## src/rtl/station_sequencer.sv

```systemverilog
// station_sequencer
//   Sequences one pass of the station. It debounces the trigger, averages
//   2^NSAMP_LOG2 XADC temperature samples and decides whether the station
//   is correct. On a correct station it then times the electromagnet grab,
//   the servo move, the release and the servo return, followed by a cooldown.
//
// Ports
//   CLK            system clock
//   reset          synchronous, active-high reset
//   trigger        station present (active-high), asynchronous to the pass
//   sampleReady    one-cycle pulse; digitalTemp is valid in that cycle
//   digitalTemp    12-bit XADC conversion result
//   sampleReq      request for XADC conversions, held high while sampling
//   correctStation latched decision of the last completed evaluation
//   avgTemp        latched average of the last completed evaluation
//   controlEM      electromagnet enable
//   controlServo   servo drive position select
//   busy           high in every state except IDLE
//   fault          sticky sample-timeout flag, cleared only by reset
//
// State      | meaning
// -----------+---------------------------------------------------------
// IDLE       | waiting for trigger
// DEBOUNCE   | trigger must stay high for DEBOUNCE_CYC cycles
// SAMPLE     | request and accumulate samples, watch the timeout
// EVAL       | latch average and decision (one cycle)
// GRAB       | EM on, servo home
// MOVE       | EM on, servo moved
// RELEASE    | EM off, servo still moved
// RETURN     | EM off, servo back home
// COOLDOWN   | dead time, trigger ignored
module station_sequencer #(
  parameter int          DEBOUNCE_CYC   = 1000,
  parameter int          NSAMP_LOG2     = 2,
  parameter int          SAMPLE_TIMEOUT = 100000,
  parameter logic [11:0] TEMP_LO        = 12'h600,
  parameter logic [11:0] TEMP_HI        = 12'h900,
  parameter int          GRAB_CYC       = 5000,
  parameter int          MOVE_CYC       = 20000,
  parameter int          RELEASE_CYC    = 5000,
  parameter int          COOLDOWN_CYC   = 10000
) (
  input  logic        CLK,
  input  logic        reset,
  input  logic        trigger,
  input  logic        sampleReady,
  input  logic [11:0] digitalTemp,
  output logic        sampleReq,
  output logic        correctStation,
  output logic [11:0] avgTemp,
  output logic        controlEM,
  output logic        controlServo,
  output logic        busy,
  output logic        fault
);

  // One phase timer is shared by all timed states, so it is sized for the longest.
  localparam int TMAX_A = (DEBOUNCE_CYC > GRAB_CYC) ? DEBOUNCE_CYC : GRAB_CYC;
  localparam int TMAX_B = (MOVE_CYC > RELEASE_CYC) ? MOVE_CYC : RELEASE_CYC;
  localparam int TMAX_C = (TMAX_A > TMAX_B) ? TMAX_A : TMAX_B;
  localparam int TMAX   = (TMAX_C > COOLDOWN_CYC) ? TMAX_C : COOLDOWN_CYC;
  localparam int TW     = $clog2(TMAX + 1);
  localparam int OW     = $clog2(SAMPLE_TIMEOUT + 1);
  localparam int ACW    = 12 + NSAMP_LOG2;

  typedef enum logic [3:0] {
    S_IDLE, S_DEBOUNCE, S_SAMPLE, S_EVAL, S_GRAB,
    S_MOVE, S_RELEASE, S_RETURN, S_COOLDOWN
  } state_t;

  state_t                state, state_nxt;
  logic [TW-1:0]         timer, timer_nxt;
  logic [OW-1:0]         tmo, tmo_nxt;
  logic [NSAMP_LOG2-1:0] scnt, scnt_nxt;
  logic [ACW-1:0]        acc, acc_nxt;
  logic [11:0]           avg_calc, avg_nxt;
  logic                  correct_nxt, fault_nxt;
  logic                  req_nxt, em_nxt, servo_nxt, busy_nxt;

  always_comb begin
    state_nxt   = state;
    timer_nxt   = timer;
    tmo_nxt     = tmo;
    scnt_nxt    = scnt;
    acc_nxt     = acc;
    avg_nxt     = avgTemp;
    correct_nxt = correctStation;
    fault_nxt   = fault;
    avg_calc    = 12'(acc >> NSAMP_LOG2);

    case (state)
      S_IDLE: begin
        if (trigger) begin
          state_nxt = S_DEBOUNCE;
          timer_nxt = TW'(DEBOUNCE_CYC - 1);
        end
      end
      S_DEBOUNCE: begin
        if (!trigger) begin
          state_nxt = S_IDLE;
        end else if (timer == '0) begin
          state_nxt = S_SAMPLE;
          acc_nxt   = '0;
          scnt_nxt  = '1;
          tmo_nxt   = OW'(SAMPLE_TIMEOUT - 1);
        end else begin
          timer_nxt = timer - TW'(1);
        end
      end
      S_SAMPLE: begin
        // A sample arriving on the expiry cycle wins over the timeout.
        if (sampleReady && sampleReq) begin
          acc_nxt = acc + ACW'(digitalTemp);
          tmo_nxt = OW'(SAMPLE_TIMEOUT - 1);
          if (scnt == '0) state_nxt = S_EVAL;
          else            scnt_nxt  = scnt - NSAMP_LOG2'(1);
        end else if (tmo == '0) begin
          fault_nxt = 1'b1;
          state_nxt = S_COOLDOWN;
          timer_nxt = TW'(COOLDOWN_CYC - 1);
        end else begin
          tmo_nxt = tmo - OW'(1);
        end
      end
      S_EVAL: begin
        avg_nxt     = avg_calc;
        correct_nxt = (avg_calc >= TEMP_LO) && (avg_calc <= TEMP_HI);
        if (correct_nxt) begin
          state_nxt = S_GRAB;
          timer_nxt = TW'(GRAB_CYC - 1);
        end else begin
          state_nxt = S_COOLDOWN;
          timer_nxt = TW'(COOLDOWN_CYC - 1);
        end
      end
      S_GRAB, S_MOVE, S_RELEASE, S_RETURN, S_COOLDOWN: begin
        if (timer != '0) begin
          timer_nxt = timer - TW'(1);
        end else begin
          case (state)
            S_GRAB:    begin state_nxt = S_MOVE;     timer_nxt = TW'(MOVE_CYC - 1);     end
            S_MOVE:    begin state_nxt = S_RELEASE;  timer_nxt = TW'(RELEASE_CYC - 1);  end
            S_RELEASE: begin state_nxt = S_RETURN;   timer_nxt = TW'(MOVE_CYC - 1);     end
            S_RETURN:  begin state_nxt = S_COOLDOWN; timer_nxt = TW'(COOLDOWN_CYC - 1); end
            default:   state_nxt = S_IDLE;
          endcase
        end
      end
      default: state_nxt = S_IDLE;
    endcase

    // Outputs are registered from the next state so they switch on entry.
    req_nxt   = (state_nxt == S_SAMPLE);
    em_nxt    = (state_nxt == S_GRAB) || (state_nxt == S_MOVE);
    servo_nxt = (state_nxt == S_MOVE) || (state_nxt == S_RELEASE);
    busy_nxt  = (state_nxt != S_IDLE);
  end

  always_ff @(posedge CLK) begin
    if (reset) begin
      state          <= S_IDLE;
      timer          <= '0;
      tmo            <= '0;
      scnt           <= '0;
      acc            <= '0;
      avgTemp        <= '0;
      correctStation <= 1'b0;
      fault          <= 1'b0;
      sampleReq      <= 1'b0;
      controlEM      <= 1'b0;
      controlServo   <= 1'b0;
      busy           <= 1'b0;
    end else begin
      state          <= state_nxt;
      timer          <= timer_nxt;
      tmo            <= tmo_nxt;
      scnt           <= scnt_nxt;
      acc            <= acc_nxt;
      avgTemp        <= avg_nxt;
      correctStation <= correct_nxt;
      fault          <= fault_nxt;
      sampleReq      <= req_nxt;
      controlEM      <= em_nxt;
      controlServo   <= servo_nxt;
      busy           <= busy_nxt;
    end
  end

endmodule
```

## config.mk

```make
export PLATFORM = sky130hd
export DESIGN_NAME = station_sequencer
export DESIGN_NICKNAME = d
export VERILOG_FILES = /design/src/rtl/station_sequencer.sv
export SDC_FILE = /design/constraint.sdc
export NUM_CORES = 1
export LEC_CHECK = 0
export CAP_MARGIN = 20
export CORE_MARGIN = 1
export CORE_UTILIZATION = 40
export CTS_CLUSTER_DIAMETER = 200
export DETAILED_ROUTE_END_ITERATION = 10
export PLACE_DENSITY_LB_ADDON = 0.1
export SLEW_MARGIN = 20
export SYNTH_ARGS = -nofsm -noshare
export SYNTH_HDL_FRONTEND = slang
export SYNTH_SLANG_ARGS = --single-unit
```

## constraint.sdc

```tcl
create_clock -name CLK -period 3.6 [get_ports CLK]
set_clock_uncertainty 0.15 [all_clocks]
set_input_delay 0.54 -clock CLK [delete_from_list [all_inputs] [get_ports CLK]]
set_output_delay 0.54 -clock CLK [all_outputs]
set_load 0.02 [all_outputs]
```

* Yosys cells after proc, flatten, opt, wreduce, memory -nomap -nowiden *
Index checks and enable logic that the tools add are counted.

word-level totals
  logic and storage cells = 93
  flip-flop bits (word level) = 70
  input bits = 16
  output and inout port bits = 18

cells by class
  bitwise gates (word level) = 1
  $lt $le $gt $ge = 2
  mux-type cells = 33
  reduce and logical (&&, ||, !) cells = 19
  eq/ne operators = 22
  add/sub/neg operators = 4

operators by type and width
  operator                                                                                count
  15-bit two-way mux                                                                      6
  15-bit one-hot mux with 5 select lines                                                  1
  17-bit two-way mux                                                                      4
  14-bit two-way mux                                                                      4
  15-bit one-hot mux with 3 select lines                                                  1
  17-bit one-hot mux with 2 select lines                                                  1
  4-bit two-way mux                                                                       8
  4-bit by 3-bit == test with 1-bit output (second input constant)                        7
  14-bit one-hot mux with 2 select lines                                                  1
  4-bit one-hot mux with 5 select lines                                                   1
  17-bit zero test                                                                        1
  17-bit by 1-bit subtractor with 17-bit output (second input constant)                   1
  2-bit != test (second input constant)                                                   8
  4-bit one-hot mux with 4 select lines                                                   1
  15-bit zero test                                                                        1
  15-bit nonzero test                                                                     1
  15-bit by 1-bit subtractor with 15-bit output (second input constant)                   1
  14-bit by 12-bit adder with 14-bit output                                               1
  4-bit by 2-bit == test with 1-bit output (second input constant)                        3
  12-bit by 11-bit greater-or-equal comparator with 1-bit output (second input constant)  1
  12-bit less-or-equal comparator (second input constant)                                 1
  2-bit two-way mux                                                                       4
  4-bit AND reduction                                                                     2
  7-bit AND reduction                                                                     1
  other kinds (18)                                                                        20

* Depth between registers and ports, before layout *
Gate-level depths: netlist of run 1.

  word-level depth = 6
  mapped depth = 10
  gate-level depth less buffers = 8

* Worst setup path before layout of run 1 *
OpenSTA, ideal clock, no wires.

  path type = input port to flip-flop
  start point = input port digitalTemp[0]
  end point = register acc[10]
  path buffers = 0
  path slack = 1,235 ps
  stages on the path = 8
  required time = 3,333 ps
  arrival time = 2,098 ps
  library setup time = 117 ps
  path through = ha_1 fa_1 a21oi_1 o21ai_0 a21oi_1 o21ai_0 xor2_1 a22o_1

on the way
  word-level cells in the longest chain between the ends = 3

RTL lines
  what                                       line  text
  from (decl)                                47    input logic [11:0] digitalTemp,
  14-bit by 12-bit adder with 14-bit output  113   acc_nxt = acc + ACW'(digitalTemp);
  14-bit two-way mux                         112   if (sampleReady && sampleReq) begin
  14-bit one-hot mux with 2 select lines     91    case (state)
  to (signal assigned)                       178   acc <= acc_nxt;
  to (decl)                                  75    logic [ACW-1:0] acc, acc_nxt;

Every way passes these cells. The select of a mux whose other input is x is not followed.
A chain may end at the register's enable or synchronous reset.

* Worst setup path after layout of run 1 *
  start point = register timer[2]
  end point = register timer[6]

on the way
  word-level cells in the longest chain between the ends = 4
  elaborated cells between the ends (all ways) = 10
  classes of those cells = add/sub: 1; eq/ne: 2; mux: 4; reduce/logical: 3

RTL lines
  what                                           line      text
  from (decl)                                    72        logic [TW-1:0] timer, timer_nxt;
  from (signal assigned)                         175       timer <= timer_nxt;
  15-bit by 1-bit subtractor with 15-bit output  107, 138
  15-bit two-way mux                             101       end else if (timer == '0) begin
  15-bit two-way mux                             99        if (!trigger) begin
  15-bit one-hot mux with 5 select lines         91

Several ways; a longest one is shown, not always the timed one. The select of a mux whose other input is x is not followed.

==> results of run 1 <==
-- path summary, 6_finish.rpt --
kind / from / endpoint / slack, ps
max: timer[2]$_SDFFE_PP0P_ / timer[6]$_SDFFE_PP0P_ / 810
min: fault$_SDFFE_PP0P_ / fault$_SDFFE_PP0P_ / 310
max reg2reg: timer[2]$_SDFFE_PP0P_ / timer[6]$_SDFFE_PP0P_ / 810
min reg2reg: fault$_SDFFE_PP0P_ / fault$_SDFFE_PP0P_ / 310
-- cells by family after synthesis --
kind of cell | count (synthesis) | synth area share
mux | 4 | 0.00959
buf+inv | 43 | 0.0421
fa+ha+maj | 18 | 0.0540
compound gates | 160 | 0.248
simple gates | 210 | 0.277
xor+xnor | 22 | 0.0447
flops | 70 | 0.325
-- registers in the layout (all words and copies together), names as in the netlist, 2 cells and up --
signal	flops
scnt	2
tmo	17
avgTemp	12
timer	15
acc	14
state	4
-- placed cells by master (no fill, tap or decap), drive strengths merged, types with 3 or more instances in the layout --
| master | netlist | final |
|---|---|---|
| and3 | 7 | 7 |
| a21oi | 56 | 56 |
| a21o | 8 | 8 |
| a221oi | 3 | 3 |
| o31ai | 4 | 4 |
| clkdlybuf4s50 | 0 | 32 |
| o211ai | 3 | 3 |
| dfxtp | 70 | 70 |
| clkinvlp | 0 | 3 |
| a22o | 6 | 6 |
| nand2 | 57 | 57 |
| nor2b | 5 | 5 |
| inv | 19 | 19 |
| ha | 17 | 17 |
| nor4b | 4 | 4 |
| o21ai | 28 | 28 |
| nor4 | 14 | 14 |
| buf | 9 | 8 |
| nand4 | 8 | 8 |
| xor2 | 13 | 13 |
| or4 | 6 | 6 |
| a31oi | 8 | 8 |
| o21a | 3 | 3 |
| nand2b | 5 | 5 |
| mux2i | 3 | 3 |
| a2111oi | 3 | 3 |
| and2 | 6 | 6 |
| nand3 | 21 | 21 |
| xnor2 | 9 | 9 |
| or2 | 6 | 6 |
| o22ai | 6 | 6 |
| clkbuf | 15 | 9 |
| a311oi | 5 | 5 |
| nor3 | 18 | 18 |
| clkinv | 0 | 3 |
| a211oi | 3 | 3 |
| or3 | 10 | 10 |
| nor2 | 40 | 40 |
-- final cells by class --
cell class / count / area, sq um / share of cell area
multi-input combinational: 414 / 2720 / 0.551
sequential: 70 / 1400 / 0.283
tap: 136 / 170 / 0.0344
clock buffer: 9 / 124 / 0.0251
timing repair buffer: 40 / 378 / 0.0764
clock inverter: 7 / 75.1 / 0.0152
inverter: 19 / 71.3 / 0.0144
-- synth_stat cells (all sizes together), types with 6 or more instances --
master,number
or2,6
dfxtp,70
a22o,6
and2,6
nand4,8
buf,9
or3,10
o21ai,28
xnor2,9
ha,17
or4,6
nor2,40
a21o,8
a31oi,8
xor2,13
clkbuf,15
o22ai,6
nor3,18
a21oi,56
nor4,14
nand2,57
nand3,21
inv,19
and3,7
-- worst register-to-register path, stage by stage (launching register included) --
cell and delay [ps]:
dfxtp_1 390, nor4_4 560, and4_4 440, o22ai_1 160, o2bb2ai_2 640, o21ai_0 210
a21oi_1 160
-- per-stage QoR --
| stage | area (sq um) | total power, mW | hold slack (ps) | util | cells |
|---|---|---|---|---|---|
| 2_1_floorplan | 4310 | 1.01 | 273 | - | 527 |
| 3_3_place_gp | 4740 | 1.08 | 285 | 0.458 | 679 |
| 3_5_place_dp | 4740 | 1.08 | 295 | 0.458 | 679 |
| 4_1_cts | 4940 | 1.73 | 309 | 0.477 | 695 |
| 5_1_grt | 4940 | 1.80 | 330 | 0.477 | 695 |
| 6_report | 4940 | 1.72 | 308 | 0.477 | 695 |
-- report_power, final --
group	total [mW]	switching, mW	leakage, nW	internal [mW]
Clock	0.656	0.335	0.0914	0.321
Combinational	0.256	0.154	1.15	0.102
Sequential	0.810	0.0212	0.567	0.789
Total	1.72	0.510	1.81	1.21
-- layer usage --
layer | vias to the layer above | share of wire | GRT usage
met5 | - | 0 | 0
met4 | 0 | 0.0076 | 0.0516
met3 | 9 | 0.040 | 0.0340
met2 | 86 | 0.45 | 0.338
met1 | 1972 | 0.50 | 0.314
li1 | 2009 | - | -
==> results.py, run 1 <==
metrics = {
    "detailed_routing": {
        "route.detailed.drc": 0,
        "wl_um": 11500,
        "drt_iter0_markers": 233,
        "first_pass_iters": 4,
        "routed_via_density": 5.86,
        "final_antenna_net_count": 0,
        "wire_per_inst_um": 16.6,
        "vias": 4076,
    },
    "yosys": {
        "avgSynthCellArea_sq_um": 8.17,
        "syn_area_sq_um": 4310,
        "yosysSeqAreaShare": 0.325,
        "yosysTopAreaCell": "dfxtp_1",
        "synth_edf_count": 0,
        "syn_inst": 527,
        "synthTopCellsByArea": "dfxtp_1 33%, a21oi_1 6.3%, nand2_1 5.0%",
        "ys_ff_latch": 70,
        "ys_types": 81,
        "yosys_warnings": 0,
        "syn_nets": 561,
        "ys.flop_type": "dfxtp_1",
        "async_flop_share": 0,
        "synth.top_cell.area_share": 0.325,
    },
    "clock_tree": {
        "cts.path.max_buffers": 2,
        "post_cts_buffers": 0,
        "cts_hold_buf": 0,
        "clk_pin_slew_worst_paths_ps": 90,
        "cts_buffers": 9,
        "cts_tree": "built",
        "root_buffer": "clkbuf_8",
        "htreeDepth": 3,
        "cts-resized-gates": 0,
        "insertion_delay_ps": 360,
        "clock-sinks": 70,
    },
    "worst_setup_path": {
        "worstPathCellList": "nor4_4 -> and4_4 -> o22ai_1 -> o2bb2ai_2 -> o21ai_0 -> a21oi_1",
        "slowest_stage": "o2bb2ai_2",
        "cp_num_buf_inv": 0,
        "cp_max_fo": 15,
        "cp_slowest_stage_delay_ps": 640,
        "cp_top_family": "compound AO/OA/AOI/OAI gates",
        "arrival_ps": 2920,
        "cp-end-kind": "flip-flop",
        "crit_path_start_kind": "flip-flop",
        "path_depth": 6,
        "crit_type": "reg -> reg",
        "rr_worst_depth": 6,
        "cp.required_ps": 3730,
    },
    "global_routing": {
        "grtUsageTotal": 0.218,
        "grt_max_degree": 31,
        "gr-total-overflow": 0,
        "antenna_found_initial": 0,
        "grt_pass1_wl_um": 19400,
        "first_global_vias": 3776,
    },
    "min_path": {
        "whs_path_depth": 2,
        "hp-class": "reg -> reg",
    },
    "flow_run": {
        "max_cap_violations": 0,
    },
    "floorplanning": {
        "rows": 37,
        "coreArea_sq_um": 10400,
        "start_util": 0.415,
        "die_area_sq_um": 11200,
        "dieHeight_um": 106,
        "dieWidth_um": 106,
        "num_io_pins": 34,
    },
    "status": {
        "status": "completed",
    },
    "place": {
        "pre_cts_slack_ps": 607,
        "portBuffers": 33,
        "place_hpwl_um": 8380,
        "place_congestion": 0.852,
    },
    "sta": {
        "setup_viol": 0,
        "slew_violations": 0,
        "post-route-worst-setup-slack_ps": 810,
        "fin_crit_sh": 0.775,
        "slew_headroom": 0.501,
        "max_slew.worst_pin.slew_ps": 746,
        "clock.fmax_ghz": 0.358,
        "hold_viol": 0,
        "post-route-min-period_ps": 2790,
        "timing.setup.tns_ps": 0,
        "rsz0062_at_grt": "no",
    },
    "cells_and_area": {
        "layout-drive-gt1-share": 0.0966,
        "nets": 588,
        "diodes": 0,
        "fillers": 1055,
        "syn_to_final_growth_pct": 14.8,
    },
    "pwr": {
        "p_leak_nw": 1.81,
        "pwr_density_cell_nw_per_um2": 348,
        "peakVddDrop_mv": 0.194,
    },
}
No activity file was read; power rests on OpenSTA's default activity.
==> inputs of run 2 (changes only) <==
Clock period 3.6 ns to 2.6 ns, I/O delays scaled along.
==> run 2 against run 1 <==
  * Routed wire length rose by 0.39%
  * Core utilization increased by 3.6 points
  * First-iteration DRC count decreased by 12%
  * Setup slack worse by 670 ps
  * Clock-buffer cell count stayed put
  * Via count rose by 2.2%
  * Sequential share of layout area decreased by 2.0 points
  * Sequential power is 38% higher
  * Die area is the same
  * Critical path type unchanged
==> results.py, run 2 (synthesis gave the netlist of run 1 again) <==
metrics = {
    "place": {
        "post-place-cells": 712,
        "portBuffers": 33,
        "place_congestion": 0.811,
        "place_hpwl_um": 8500,
        "pre_cts_slack_ps": -129,
    },
    "cells_and_area": {
        "layout_commonest_cell": "dfxtp_1",
        "fin_cells": 732,
        "postLayoutCoreUtil": 0.512,
        "reg_top3": "tmo: 17 flops, timer: 15 flops, acc: 14 flops",
        "diodes": 0,
        "largest_reg_flops": 17,
        "layout-drive-gt1-share": 0.156,
        "fillers": 1026,
        "nets": 625,
        "syn_to_final_growth_pct": 23.4,
        "top_register": "tmo",
        "mostFrequentLayoutCells": "70 x dfxtp_1, 57 x nand2_1, 54 x a21oi_1, 41 x buf_4, 38 x nor2_1",
    },
    "detailed_routing": {
        "wl_um": 11600,
        "routed_via_density": 5.69,
        "first_pass_iters": 5,
        "drt_iter0_markers": 205,
        "wl_met1_um": 5830,
        "vias": 4167,
        "route.detailed.drc": 0,
        "dr_wl_met2_um": 5150,
        "top_layer": "met4",
        "final_antenna_net_count": 0,
        "wire_per_inst_um": 15.8,
        "met3_length_um": 450,
    },
    "worst_setup_path": {
        "reg2reg_setup_slack_ps": 140,
        "crit_type": "reg -> reg",
        "crit_path_start_kind": "flip-flop",
        "reg2reg_from": "timer[2]$_SDFFE_PP0P_",
        "rr_worst_depth": 7,
        "cp_max_fo": 8,
        "cp.required_ps": 2690,
        "arrival_ps": 2550,
        "cp-end-kind": "flip-flop",
        "crit_path_start": "timer[2]$_SDFFE_PP0P_",
        "worstReg2RegEnd": "timer[13]$_SDFFE_PP0P_",
    },
    "global_routing": {
        "first_global_vias": 3895,
        "grtUsageTotal": 0.216,
        "grt_pass1_wl_um": 19300,
        "gr-total-overflow": 0,
        "antenna_found_initial": 0,
        "grt_max_degree": 30,
    },
    "floorplanning": {
        "rows": 37,
        "die_area_sq_um": 11200,
        "coreArea_sq_um": 10400,
        "dieWidth_um": 106,
        "dieHeight_um": 106,
        "start_util": 0.415,
        "num_io_pins": 34,
    },
    "status": {
        "status": "completed",
    },
    "sta": {
        "post-route-min-period_ps": 2460,
        "clock.fmax_ghz": 0.406,
        "max_slew.worst_pin.slew_ps": 544,
        "post-route-worst-setup-slack_ps": 136,
        "rsz0062_at_grt": "no",
        "setup_viol": 0,
        "slew_headroom": 0.638,
        "hold_viol": 0,
        "fin_crit_sh": 0.948,
        "hold_slack_ps": 144,
        "slew_violations": 0,
    },
    "clock_tree": {
        "insertion_delay_ps": 360,
        "root_buffer": "clkbuf_8",
        "cts.path.max_buffers": 2,
        "cts_tree": "built",
        "clock-sinks": 70,
        "htreeDepth": 3,
        "cts_buffers": 9,
        "clk_pin_slew_worst_paths_ps": 90,
        "cts_hold_buf": 0,
    },
    "min_path": {
        "whs_path_depth": 2,
        "hp-class": "in -> reg",
        "min_to": "acc[4]$_SDFFE_PP0P_",
        "min_from": "reset",
    },
    "pwr": {
        "p_leak_nw": 2.04,
        "p_total_mw": 2.61,
        "internal_power_mw": 1.91,
        "pwr_density_cell_nw_per_um2": 492,
        "combPwrFrac": 0.153,
        "switching_share": 0.269,
        "switchingPower_mw": 0.704,
        "pwr-share-clk": 0.418,
        "peakVddDrop_mv": 0.307,
        "power.share.sequential": 0.428,
    },
    "flow_run": {
        "max_cap_violations": 0,
    },
}
## run 2: cell count changes in the layout (fill, tap and decap cells not counted)
cell,before,now
inv_6,0,1
nor2b_1,5,4
nor2b_2,0,1
clkinvlp_4,3,0
buf_12,0,3
a2111oi_2,1,2
bufinv_16,1,3
a2111oi_0,2,1
buf_4,7,41
## run 2: area by class of cell
cell class | instances | area (sq um) | area share
clock buffer | 9 | 124 | 0.0233
clock inverter | 7 | 121 | 0.0228
inverter | 19 | 71.3 | 0.0134
multi-input combinational | 414 | 2730 | 0.514
sequential | 70 | 1400 | 0.264
tap | 136 | 170 | 0.0320
timing repair buffer | 77 | 693 | 0.130
## run 2: how the worst max path moves through the flow
stage / slack [ps] / cells past startpoint / to
floorplan: 390 / 8 / acc[10]$_SDFFE_PP0P_
global placement: -130 / 9 / acc[12]$_SDFFE_PP0P_
detailed placement: -130 / 9 / acc[12]$_SDFFE_PP0P_
CTS: 90 / 7 / tmo[7]$_SDFFE_PP0P_
global route: 6 / 7 / tmo[7]$_SDFFE_PP0P_
finish: 140 / 7 / timer[13]$_SDFFE_PP0P_
## run 2: layer usage
layer  GRT usage  vias to the layer above
met2       0.325                       93
li1            -                     2086
met1       0.312                     1975
met4      0.0724                        0
met3      0.0334                       13
met5           0                        -
## run 2: timing repair
action	CTS	global route
endpoints found under the setup margin	0	15
gates resized for setup	0	3
setup buffers	0	4
## run 2: critical path: stages, from the launching register on
cell	delay [ps]
dfxtp_1	390
nor4_4	450
nand4_2	330
buf_12	240
a32oi_1	210
a311oi_1	70
a2111oi_0	410
o41ai_1	100
## run 2: power groups by stage
stage / clock network (mW) / registers [mW] / logic [mW]
floorplan: 0 / 1.14 / 0.262
global placement: 0 / 1.14 / 0.391
detailed placement: 0 / 1.14 / 0.395
CTS: 1.11 / 1.12 / 0.398
global route: 1.16 / 1.12 / 0.438
finish: 1.09 / 1.12 / 0.401
## run 2: metrics by stage
step / instance area, sq um / setup TNS (ps)
5_1_grt: 5310 / 0
2_1_floorplan: 4310 / 0
3_3_place_gp: 5030 / -298
4_1_cts: 5280 / 0
3_5_place_dp: 5030 / -382
6_report: 5310 / 0
